--- config.mk ---
export PLATFORM = sky130hd
export DESIGN_NAME = serial_word_feeder
export DESIGN_NICKNAME = d
export VERILOG_FILES = /design/src/rtl/serial_word_feeder_pkg.sv /design/src/rtl/serial_word_feeder.sv
export SDC_FILE = /design/constraint.sdc
export NUM_CORES = 1
export LEC_CHECK = 0
export ABC_AREA = 1
export ABC_CLOCK_PERIOD_IN_PS = 3700
export CORE_ASPECT_RATIO = 0.9
export CORE_MARGIN = 2
export CORE_UTILIZATION = 58
export DETAILED_ROUTE_END_ITERATION = 6
export HOLD_SLACK_MARGIN = 0.02
export PLACE_DENSITY = 0.83
export SETUP_SLACK_MARGIN = 0.15
export SYNTH_ARGS = -nofsm -noshare
export SYNTH_HDL_FRONTEND = slang
export SYNTH_SLANG_ARGS = --single-unit
--- constraint.sdc ---
create_clock -name clk -period 3.7 [get_ports clk]
set_clock_uncertainty 0.2 [all_clocks]
set_input_delay 0.74 -clock clk [delete_from_list [all_inputs] [get_ports clk]]
set_output_delay 0.74 -clock clk [all_outputs]
set_load 0.1 [all_outputs]
--- src/rtl/serial_word_feeder_pkg.sv ---
// Shared types and defaults for the serial word feeder.
//   feeder_state_t     : occupancy of the shifter / holding register pair
//   IDLE_LEVEL_DEFAULT : level driven on the serial line when no word is shifting
package serial_pkg;

    typedef enum logic [1:0] {
        IDLE,
        SHIFT,
        FULL
    } feeder_state_t;

    localparam logic IDLE_LEVEL_DEFAULT = 1'b0;

endpackage

--- src/rtl/serial_word_feeder.sv ---
// Parallel-to-serial stage feeding the "10110" pattern detector.
// Words arrive over a valid/ready handshake and leave one bit per clock on j.
// A one-word holding register lets consecutive words stream with no gap bits.
//
// Ports:
//   clk        : rising-edge clock
//   rst        : asynchronous active-high reset
//   din        : parallel word, sampled only on accept
//   din_valid  : din holds a word to send
//   din_ready  : stage can accept a word this cycle (combinational)
//   j          : registered serial bit, IDLE_BIT when nothing is shifting
//   j_valid    : j carries a data bit
//   word_start : j carries the first bit of a word
//   busy       : shifter or holding register occupied
module serial_word_feeder
    import serial_pkg::*;
#(
    parameter int unsigned WIDTH     = 8,
    parameter bit          MSB_FIRST = 1'b1,
    parameter logic        IDLE_BIT  = IDLE_LEVEL_DEFAULT
) (
    input  logic             clk,
    input  logic             rst,
    input  logic [WIDTH-1:0] din,
    input  logic             din_valid,
    output logic             din_ready,
    output logic             j,
    output logic             j_valid,
    output logic             word_start,
    output logic             busy
);

    localparam int unsigned     CW   = $clog2(WIDTH);
    localparam logic [CW-1:0]   LAST = CW'(WIDTH - 1);

    feeder_state_t    state_q, state_d;
    logic [WIDTH-1:0] shift_q, shift_d;
    logic [WIDTH-1:0] hold_q, hold_d;
    logic [CW-1:0]    cnt_q, cnt_d;
    logic             j_d, j_valid_d, word_start_d;

    logic             accept;
    logic             last_bit;
    logic             load_en;
    logic             adv_en;
    logic [WIDTH-1:0] load_src;

    // Bit that goes out first from a word, depending on the configured order.
    function automatic logic lead_bit(input logic [WIDTH-1:0] w);
        return MSB_FIRST ? w[WIDTH-1] : w[0];
    endfunction

    // Word with its leading bit consumed, so the next bit becomes the lead.
    function automatic logic [WIDTH-1:0] advance(input logic [WIDTH-1:0] w);
        return MSB_FIRST ? {w[WIDTH-2:0], 1'b0} : {1'b0, w[WIDTH-1:1]};
    endfunction

    // Ready depends only on hold occupancy so the source never sees a
    // combinational loop through din_valid.
    assign din_ready = (state_q != FULL) & ~rst;
    assign busy      = (state_q != IDLE);
    assign accept    = din_valid & din_ready;
    assign last_bit  = (cnt_q == LAST);

    // Next-state and datapath. cnt_q tracks the index of the bit currently on j,
    // so "last bit" means the final bit of the word is being driven right now and
    // the edge that ends this cycle decides what j carries next.
    always_comb begin
        state_d      = state_q;
        shift_d      = shift_q;
        hold_d       = hold_q;
        cnt_d        = cnt_q;
        j_d          = IDLE_BIT;
        j_valid_d    = 1'b0;
        word_start_d = 1'b0;
        load_en      = 1'b0;
        adv_en       = 1'b0;
        load_src     = din;

        case (state_q)
            IDLE: begin
                if (accept) begin
                    load_en = 1'b1;
                    state_d = SHIFT;
                end
            end
            SHIFT: begin
                if (!last_bit) begin
                    adv_en = 1'b1;
                    if (accept) begin
                        hold_d  = din;
                        state_d = FULL;
                    end
                end else if (accept) begin
                    // Bypass the holding register so the new word follows with no gap.
                    load_en = 1'b1;
                end else begin
                    state_d = IDLE;
                end
            end
            FULL: begin
                if (!last_bit) begin
                    adv_en = 1'b1;
                end else begin
                    load_en  = 1'b1;
                    load_src = hold_q;
                    state_d  = SHIFT;
                end
            end
            default: state_d = IDLE;
        endcase

        if (load_en) begin
            j_d          = lead_bit(load_src);
            shift_d      = advance(load_src);
            cnt_d        = '0;
            j_valid_d    = 1'b1;
            word_start_d = 1'b1;
        end else if (adv_en) begin
            j_d       = lead_bit(shift_q);
            shift_d   = advance(shift_q);
            cnt_d     = cnt_q + CW'(1);
            j_valid_d = 1'b1;
        end
    end

    // State and output registers; reset drops any word in flight at once.
    always_ff @(posedge clk or posedge rst) begin
        if (rst) begin
            state_q    <= IDLE;
            shift_q    <= '0;
            hold_q     <= '0;
            cnt_q      <= '0;
            j          <= IDLE_BIT;
            j_valid    <= 1'b0;
            word_start <= 1'b0;
        end else begin
            state_q    <= state_d;
            shift_q    <= shift_d;
            hold_q     <= hold_d;
            cnt_q      <= cnt_d;
            j          <= j_d;
            j_valid    <= j_valid_d;
            word_start <= word_start_d;
        end
    end

endmodule

==> results.yml <==
run_status:
  status: "complete, no violations"
hold_path:
  holdPathStages: 2
  hp-class: "reg -> reg"
  whs_endpoint: "hold_q[7]$_DFFE_PP0P_"
  min_from: "hold_q[7]$_DFFE_PP0P_"
synth:
  netlist.area_leader.share_pct: 46.5
  synth_area_per_cell_um2: 8.10
  yosys.area.top_type: "dfrtp_1"
  syn-num-nets: 171
  ys_top_cells_by_count: "35 x nand2_1, 27 x inv_1, 23 x dfrtp_1, 14 x nand3_1, 10 x nor2_1"
  synth-warning-count: 0
  ys_seq_elements: 23
  synthArstFlopShare_pct: 100
  netlist_instances: 153
  synth.distinct_cells: 18
  yosysSeqAreaShare_pct: 46.5
  synth_edf_count: 0
  synthTopCellsByArea: "dfrtp_1 46%, nand2_1 11%, inv_1 8.2%, ha_1 7.1%, nand3_1 5.7%"
  synth_area_um2: 1240
  synth_top_flop_cell: "dfrtp_1"
  synth_most_common_cell: "nand2_1"
drt:
  drt-vias-per-instance: 5.22
  num_vias: 1007
  wirelength_mm: 2.23
  drc_errors: 0
  ant_nets: 0
  avgRoutedWirePerCell_um: 11.6
  drtIter0Drc: 38
  first_pass_iters: 5
cts:
  post_cts_resize_count: 0
  cts_tree: "yes"
  clk_path_buf_depth: 2
  cts.clk_slew.worst_paths_ns: 0.12
  cts-root-buf: "clkbuf_4"
  cts_setup_buffers: 0
  numCtsBuffers: 3
  postCtsHoldBufs: 0
  htree_num_levels: 1
  clock_sinks: 23
  clk_latency_ns: 0.31
global_routing:
  grt_pass1_vias: 939
  antenna_found_initial: 0
  grt_max_degree: 24
  grt_pass1_wl_mm: 3.97
  track_usage_pct: 21.9
  grt_overflow: 0
setup_path:
  arrival_ns: 1.78
  slowest_stage: "clkdlybuf4s50_1"
  cp_num_buf_inv: 1
  critPathRequiredTime_ns: 2.76
  cp_slowest_stage_delay_ns: 1.12
  worstRegToRegCells: 5
  end_kind: "output pin"
  critPathLaunchType: "flop"
  rr_startpoint: "cnt_q[0]$_DFFE_PP0P_"
  reg2reg_to: "hold_q[1]$_DFFE_PP0P_"
  cp_cell_sequence: "clkdlybuf4s50_1"
  regToRegSetupSlack_ns: 1.45
  worstSetupPathType: "reg -> out"
  critPathMaxFanout: 1
  critPathTopFamily: "buffers and inverters"
timing:
  hold_violations: 0
  period_minus_slack_ns: 2.72
  rsz0062_at_grt: "no"
  tightest_slew_ns: 0.960
  relSlewSlack_pct: 35.8
  slew_violations: 0
  period_share_pct: 73.4
  finalSetupViolations: 0
  fmaxAchievable_ghz: 0.368
  setup_tns_ns: 0
  holdWs_ns: 0.304
placed_design:
  hpwl_mm: 1.70
  portBuffers: 15
  gp_congestion: 0.850
layout:
  diodes: 0
  area_growth_syn_to_layout_pct: 14.2
  finish.net_count: 187
  drive_gt1_share_pct: 8.33
job:
  drv_cap: 0
pwr:
  p_leak_nw: 0.762
  p_per_area_nw_per_um2: 842
  vdd_drop_max_uv: 546
floorplanning:
  dieHeight_um: 47.8
  design.portCount: 16
  rows: 15
  die_w_um: 52.7
  start_util_pct: 62.9
  die_area_um2: 2520
  placeableCoreArea_um2: 1970
-- cell type report --
class,instances,area [um^2]
multi-input cells,99,536
repair buffers,15,145
inverters,27,101
well taps,25,31.3
flip-flops and latches,23,576
clock buffers,4,26.3
fillers,159,556
-- per-layer routing --
metal / vias up / routed length [um] / GRT usage [%]
li1: 509 / - / -
met1: 473 / 997 / 27.3
met2: 21 / 1100 / 37.0
met3: 4 / 109 / 7.19
met4: 0 / 25 / 6.67
met5: - / 0 / 0
-- logic make-up after synthesis --
logic type      Yosys count  synth area share, %
compound gates           24                 10.3
simple gates             65                 23.3
flops                    23                 46.5
xor+xnor                  1                0.707
fa+ha+maj                 7                 7.07
mux                       2                 1.82
buf+inv                  31                 10.3
-- sequential cells by signal, summed over array words and instances, names as in the netlist --
signal,count
state_q,2
cnt_q,3
j_valid,1
j,1
word_start,1
hold_q,8
shift_q,7
-- power by group --
part | switching (W) | internal [W] | leakage [nW]
clock network | 0.0000712 | 0.0000421 | 0.0150
logic | 0.000446 | 0.000204 | 0.460
registers | 0.0000602 | 0.000368 | 0.287
total | 0.000578 | 0.000614 | 0.762
-- worst min-delay path, stage by stage (launching register included) --
cell and delay (ns):
dfrtp_1 0.35, nand2_1 0.05, o21ai_1 0.06
-- worst max-delay path by stage --
| stage | from | endpoint | cells after the start |
|---|---|---|---|
| CTS | j$_DFF_PP0_ | j | 1 |
| finish | j$_DFF_PP0_ | j | 1 |
| global placement | rst | din_ready | 3 |
| global route | j$_DFF_PP0_ | j | 1 |
| floorplan | state_q[0]$_DFFE_PP0P_ | shift_q[4]$_DFFE_PP0P_ | 9 |
| detailed placement | rst | din_ready | 3 |
-- metrics by stage --
step	instance area, um^2	instances	utilization, %	worst slack [ns]	total power (W)
after floorplan	1240	153	-	1.40	0.000949
after global placement	1390	189	70.5	1.12	0.00104
after detailed placement	1390	189	70.5	1.09	0.00108
after CTS	1420	193	71.8	0.973	0.00120
after global routing	1420	193	71.8	0.931	0.00130
final	1420	193	71.8	0.983	0.00119
-- placed cells by master, fill, tap and decap left out, drive strengths merged --
cell type,n
buf,2
nand3,16
dfrtp,23
nand2,37
nor2,11
o21ai,17
a21oi,7
mux2,2
clkbuf,4
inv,27
nand4,1
xor2,1
clkdlybuf4s50,13
ha,7
(Power assumes the default switching activity.)
